`src/rtl/meanshift_win_ctrl.sv`:
```
// meanshift_win_ctrl: iteration controller that closes the meanshift loop.
// Each pass is launched with m_en. When m_done arrives the window is re-centred
// on the reported centroid and clamped to the frame. The request then ends as
// converged, lost, or out of passes after MAX_ITER launches.
// Optional feature: define MSWIN_WATCHDOG_EN to abort a pass that does not
// report m_done within TIMEOUT cycles of its launch.
module meanshift_win_ctrl #(
    parameter int FRAME_W  = 1280,
    parameter int FRAME_H  = 720,
    parameter int MAX_ITER = 10,
    parameter int EPS      = 1,
    parameter int M00_MIN  = 16,
    parameter int TIMEOUT  = 1048576
) (
    input  logic        clk,
    input  logic        rst,
    input  logic        start,
    input  logic [10:0] r_min_i,
    input  logic [10:0] r_max_i,
    input  logic [10:0] c_min_i,
    input  logic [10:0] c_max_i,
    input  logic        m_done,
    input  logic [10:0] cen_x,
    input  logic [10:0] cen_y,
    input  logic [21:0] m_00,
    output logic        m_en,
    output logic [10:0] r_min,
    output logic [10:0] r_max,
    output logic [10:0] c_min,
    output logic [10:0] c_max,
    output logic        busy,
    output logic        track_done,
    output logic        converged,
    output logic        lost,
    output logic [3:0]  iter_cnt,
    output logic [10:0] obj_x,
    output logic [10:0] obj_y
);

    typedef enum logic [2:0] {
        S_IDLE, S_LOAD, S_LAUNCH, S_WAIT, S_UPDATE, S_FINISH
    } state_t;

    typedef struct packed {
        logic [10:0] lo;
        logic [10:0] hi;
    } span_t;

    localparam logic [10:0]        X_LAST    = 11'(FRAME_W - 1);
    localparam logic [10:0]        Y_LAST    = 11'(FRAME_H - 1);
    localparam logic signed [12:0] EPS_S     = 13'(EPS);
    localparam logic [21:0]        M00_LIM   = 22'(M00_MIN);
    localparam logic [3:0]         ITER_LAST = 4'(MAX_ITER);

    // Signed distance of a centroid coordinate from the window centre.
    // 13 bits keep every intermediate below from wrapping.
    function automatic logic signed [12:0] offset(input logic [10:0] lo, input logic [10:0] hi,
                                                  input logic [10:0] cen);
        logic signed [12:0] w;
        w = $signed({2'b00, hi}) - $signed({2'b00, lo});
        return $signed({2'b00, cen}) - ($signed({2'b00, lo}) + (w >>> 1));
    endfunction

    // Window centre, used for the reported object position.
    function automatic logic [10:0] centre(input logic [10:0] lo, input logic [10:0] hi);
        logic signed [12:0] w;
        logic signed [12:0] c;
        w = $signed({2'b00, hi}) - $signed({2'b00, lo});
        c = $signed({2'b00, lo}) + (w >>> 1);
        return 11'(c);
    endfunction

    // Move a span so that it is centred on cen. Keep its width, and pin it
    // against the frame edge at 0 or at last.
    function automatic span_t recentre(input logic [10:0] lo, input logic [10:0] hi,
                                       input logic [10:0] cen, input logic [10:0] last);
        logic signed [12:0] w, hw, c, lim, nlo, nhi;
        span_t s;
        w   = $signed({2'b00, hi}) - $signed({2'b00, lo});
        hw  = w >>> 1;
        c   = $signed({2'b00, cen});
        lim = $signed({2'b00, last});
        if (c < hw) begin
            nlo = '0;
            nhi = w;
        end else if (c - hw + w > lim) begin
            nhi = lim;
            nlo = lim - w;
        end else begin
            nlo = c - hw;
            nhi = nlo + w;
        end
        s.lo = 11'(nlo);
        s.hi = 11'(nhi);
        return s;
    endfunction

    state_t             state, state_n;
    logic [10:0]        r_min_n, r_max_n, c_min_n, c_max_n;
    logic [10:0]        obj_x_n, obj_y_n;
    logic               converged_n, lost_n;
    logic [3:0]         iter_n;
    logic [10:0]        cen_x_q, cen_y_q;
    logic               m00_low_q;
    span_t              col_s, row_s;
    logic signed [12:0] dx, dy;

`ifdef MSWIN_WATCHDOG_EN
    localparam logic [20:0] WD_LAST = 21'(TIMEOUT - 1);
    logic [20:0] wd_cnt;

    // Watchdog: count the cycles spent in WAIT, restarting at every launch.
    always_ff @(posedge clk or posedge rst) begin
        if (rst)                    wd_cnt <= '0;
        else if (state == S_LAUNCH) wd_cnt <= '0;
        else if (state == S_WAIT)   wd_cnt <= wd_cnt + 21'd1;
    end
`endif

    // Capture the centroid results of a pass when m_done arrives, so that
    // UPDATE does not depend on the inputs being held.
    always_ff @(posedge clk or posedge rst) begin
        if (rst) begin
            cen_x_q   <= '0;
            cen_y_q   <= '0;
            m00_low_q <= 1'b0;
        end else if (state == S_WAIT && m_done) begin
            cen_x_q   <= cen_x;
            cen_y_q   <= cen_y;
            m00_low_q <= (m_00 < M00_LIM);
        end
    end

    // State register and all registered outputs.
    always_ff @(posedge clk or posedge rst) begin
        if (rst) begin
            state     <= S_IDLE;
            r_min     <= '0;
            r_max     <= '0;
            c_min     <= '0;
            c_max     <= '0;
            converged <= 1'b0;
            lost      <= 1'b0;
            iter_cnt  <= '0;
            obj_x     <= '0;
            obj_y     <= '0;
        end else begin
            state     <= state_n;
            r_min     <= r_min_n;
            r_max     <= r_max_n;
            c_min     <= c_min_n;
            c_max     <= c_max_n;
            converged <= converged_n;
            lost      <= lost_n;
            iter_cnt  <= iter_n;
            obj_x     <= obj_x_n;
            obj_y     <= obj_y_n;
        end
    end

    // Next-state, next-window and strobe decode.
    always_comb begin
        // NOTE: every signal driven here is given a default first, so no path
        // infers a latch. Blocking '=' is used here and '<=' only in always_ff.
        state_n     = state;
        r_min_n     = r_min;
        r_max_n     = r_max;
        c_min_n     = c_min;
        c_max_n     = c_max;
        converged_n = converged;
        lost_n      = lost;
        iter_n      = iter_cnt;
        obj_x_n     = obj_x;
        obj_y_n     = obj_y;
        m_en        = 1'b0;
        track_done  = 1'b0;
        busy        = (state != S_IDLE);
        col_s       = recentre(c_min, c_max, cen_x_q, X_LAST);
        row_s       = recentre(r_min, r_max, cen_y_q, Y_LAST);
        dx          = offset(c_min, c_max, cen_x_q);
        dy          = offset(r_min, r_max, cen_y_q);

        case (state)
            S_IDLE: begin
                if (start) state_n = S_LOAD;
            end
            S_LOAD: begin
                c_min_n     = c_min_i;
                c_max_n     = (c_max_i > X_LAST) ? X_LAST : c_max_i;
                r_min_n     = r_min_i;
                r_max_n     = (r_max_i > Y_LAST) ? Y_LAST : r_max_i;
                converged_n = 1'b0;
                lost_n      = 1'b0;
                iter_n      = '0;
                if (c_min_i > c_max_i || r_min_i > r_max_i) begin
                    lost_n  = 1'b1;
                    state_n = S_FINISH;
                end else begin
                    state_n = S_LAUNCH;
                end
            end
            S_LAUNCH: begin
                m_en    = 1'b1;
                iter_n  = iter_cnt + 4'd1;
                state_n = S_WAIT;
            end
            S_WAIT: begin
                if (m_done) state_n = S_UPDATE;
`ifdef MSWIN_WATCHDOG_EN
                else if (wd_cnt == WD_LAST) begin
                    lost_n  = 1'b1;
                    state_n = S_FINISH;
                end
`endif
            end
            S_UPDATE: begin
                if (m00_low_q) begin
                    lost_n  = 1'b1;
                    state_n = S_FINISH;
                end else if (dx <= EPS_S && dx >= -EPS_S && dy <= EPS_S && dy >= -EPS_S) begin
                    converged_n = 1'b1;
                    state_n     = S_FINISH;
                end else begin
                    c_min_n = col_s.lo;
                    c_max_n = col_s.hi;
                    r_min_n = row_s.lo;
                    r_max_n = row_s.hi;
                    state_n = (iter_cnt == ITER_LAST) ? S_FINISH : S_LAUNCH;
                end
            end
            S_FINISH: begin
                track_done = 1'b1;
                state_n    = S_IDLE;
            end
            default: state_n = S_IDLE;
        endcase

        // Object position comes from the final window and is valid while track_done is high.
        if (state_n == S_FINISH) begin
            obj_x_n = centre(c_min_n, c_max_n);
            obj_y_n = centre(r_min_n, r_max_n);
        end
    end

endmodule

```
`config.mk`:
```
export PLATFORM = sky130hd
export DESIGN_NAME = meanshift_win_ctrl
export DESIGN_NICKNAME = d
export VERILOG_FILES = /design/src/rtl/meanshift_win_ctrl.sv
export SDC_FILE = /design/constraint.sdc
export NUM_CORES = 1
export LEC_CHECK = 0
export BUFFER_PORTS_ARGS = -buffer_cell sky130_fd_sc_hd__clkbuf_2
export CORE_MARGIN = 10
export CORE_UTILIZATION = 35
export DETAILED_ROUTE_END_ITERATION = 16
export PLACE_DENSITY = 0.63
export SLEW_MARGIN = 0
export SYNTH_ARGS = -nofsm -noshare
export SYNTH_HDL_FRONTEND = slang
export SYNTH_SLANG_ARGS = --single-unit
export TNS_END_PERCENT = 1
```
`constraint.sdc`:
```
create_clock -name clk -period 12.2 [get_ports clk]
set_input_delay 0.61 -clock clk [delete_from_list [all_inputs] [get_ports clk]]
set_output_delay 0.61 -clock clk [all_outputs]
set_load 0.005 [all_outputs]
```
==> impl_metrics.csv <==
group,metric,value,unit
synth,avgSynthCellArea,8.110,um^2
synth,syn_inst,1571,
floorplanning,io_pins,167,
worst_setup_path,start_kind,"flip-flop",
floorplanning,die_h,210.8,um
cts,cts_made_buffers,9,
worst_setup_path,crit_cells,39,
synth,synth_top_area_share,19.25,%
worst_setup_path,slowest_stage,"a2111oi_0",
global_route,grt_pass1_vias,11850,
synth,yosys-top-cells-area,"dfrtp_1 (19%), ha_1 (16%), xnor2_1 (5.9%)",
global_route,grt_max_degree,52,
timing,rsz0062_at_grt,"false",
synth,synth_cell_types,90,
final_layout,final_area,0.01439,mm^2
cts,cts.sinks,98,
floorplanning,die_w,210.8,um
global_route,antenna_found_initial,2,
worst_hold_path,hold_class,"in -> async",
synth,synth_top_cell_by_area,"dfrtp_1",
run,max_cap_viol_count,0,
route,drt-total-wl,42720,um
synth,ys_seq_elements,98,
synth,synth-seq-area-share,19.25,%
worst_setup_path,critical_path_class,"reg -> reg",
floorplanning,core,0.03574,mm^2
synth,async_flop_share,100.0,%
cts,cts_resized,0,
floorplanning,num_rows,69,
placement,dp_hpwl,35070,um
route,post_drt_wl_per_cell,19.56,um
route,dr.first_iter.drc_count,904,
cts,cts_max_level,3,
cts,root_buffer,"clkbuf_16",
timing,timing.final.hold_violations,0,
synth,yosysWarningCount,0,
synth,synth_edf_count,0,
route,ant_nets,0,
cts,clkTransAtPathRegs,0.09,ns
cts,ctsHoldBuffers,0,
floorplanning,fp.dieArea,0.04443,mm^2
final_layout,drive_gt1_share,14.92,%
final_layout,syn2layout_area_growth,12.91,%
timing,slew_viol_final,0,
worst_setup_path,cp_max_fo,22,
cts,insertion_delay,0.38,ns
outcome,status,"finished clean",
timing,whs,0.3219,ns
worst_setup_path,cp.arrival,11.19,ns
timing,slew_headroom,15.72,%
route,dr_total_vias,12070,
worst_setup_path,worst-path-buf-inv,2,
timing,period_minus_slack,10.93,ns
placement,port_buffers,162,
synth,synth_flop_cell,"dfrtp_1",
final_layout,finalNetCount,1996,
global_route,grt_overflow,0,
timing,tns,0,ns
cts,cts_buffer_depth,2,
placement,gp_congestion,0.9371,
route,post_drt_via_cell_ratio,5.527,
timing,timing.fmax,91.49,MHz
worst_setup_path,cpMostUsedCell,"o21ai_0",
timing,period_share,89.59,%
cts,cts_tree,"done",
synth,synth_nets,1850,
floorplanning,start_util,35.65,%
synth,syn_area,0.01274,mm^2
timing,finClkSkew,0.01818,ns
synth,synth_most_common_cell,"inv_1",
worst_setup_path,required,12.47,ns
route,drt-pass1-iter-count,8,
timing,setup_viol,0,
timing,worst_pin_slew,1.232,ns
route,drc,0,
synth,synth_commonest_cells,"inv_1 (195), ha_1 (161), a21oi_1 (122)",
global_route,grtUsageTotal,18.92,%
worst_setup_path,critical_path.endpoint_type,"flip-flop",
worst_setup_path,reg2reg_depth,39,
global_route,grt_pass1_wl,66550,um
placement,placed_area,0.01408,mm^2
worst_setup_path,slowest_delay,1.10,ns
worst_setup_path,critPathTopFamily,"compound AO/OA/AOI/OAI gates",
cts,postCtsSetupRepairBufs,0,
through the flow:
step	worst slack [ns]	cells	utilization, %
after floorplan	2.781	1571	-
after global placement	1.665	2167	39.39
after detailed placement	1.483	2167	39.39
after CTS	1.377	2183	40.24
after global routing	0.5812	2183	40.24
final	1.270	2184	40.25
cells by family after synthesis:
family                     after synthesis  synth area share [%]
xor gates and xnor gates               112                 7.699
buffers and inverters                  238                 7.228
AOI/OAI and AO/OA                      476                 25.00
and+or+nand+nor                        406                 16.28
DFF                                     98                 19.25
muxes                                   48                 4.174
adders and majority gates              193                 20.37
state kept, by name, summed over array words and instances (netlist names):
signal and flops:
cen_x_q 11, converged 1, obj_x 11, c_max 11
iter_cnt 4, c_min 11, r_min 11, obj_y 11
state 3, r_max 11, lost 1, m00_low_q 1
cen_y_q 11
worst paths after layout:
check	from	endpoint	slack, ns
hold / removal	rst	iter_cnt[2]	0.32
min in group clk	cen_y[2]	cen_y_q[2]	0.45
setup / recovery	r_min[2]	obj_y[10]	1.27
setup reg to reg	r_min[2]	obj_y[10]	1.27
hold reg to reg	converged	converged	0.52
max in group asynchronous	rst	c_max[4]	10.68
placed cells by master (no fill, tap or decap), types with 7 or more instances in the layout:
cell type	Yosys	routed
buf_4	4	16
nor3_1	29	28
or2_2	7	7
o211ai_1	23	23
nand2_1	78	78
mux2i_1	18	18
xnor2_1	86	86
o31a_1	7	7
fa_1	26	26
a221o_1	10	10
or4_1	8	8
o21bai_1	14	14
nor2_1	117	117
nor4_1	9	9
o21ai_0	109	108
a211oi_1	11	11
o31ai_1	9	9
nor2b_1	22	22
inv_1	195	194
a21oi_1	122	122
nand4_1	13	13
and2_1	12	12
or3_1	12	12
ha_1	161	161
a31oi_1	13	13
nand2b_1	23	23
xor2_1	26	26
o21a_1	41	41
dfrtp_1	98	98
a21o_1	33	33
mux2_2	28	28
nand3_1	30	30
clkbuf_16	0	9
clkbuf_2	0	162
and3_1	11	11
layout make-up:
cell class | instances | area [um^2]
tap | 461 | 576.8
multi-input combinational | 1235 | 9384
clock inverter | 7 | 80.08
clock buffer | 9 | 225.2
sequential | 98 | 2452
timing repair buffer | 178 | 930.9
antenna | 1 | 2.502
fill | 3721 | 21360
inverter | 195 | 734.5
metal layers:
metal  share of wire [%]  routed length, um  vias to the layer above  track usage, %
li1                    -                  -                     5943               -
met1                  46              19650                     5703           24.88
met2                  45              19110                      351           30.16
met3                 6.2               2665                       73           3.917
met4                 3.0               1275                        2           6.518
met5               0.047                 20                        -               0
Power is left out: the tool's default activity adds up to more than one toggle a clock period on the data nets, which glitch-free logic cannot reach.
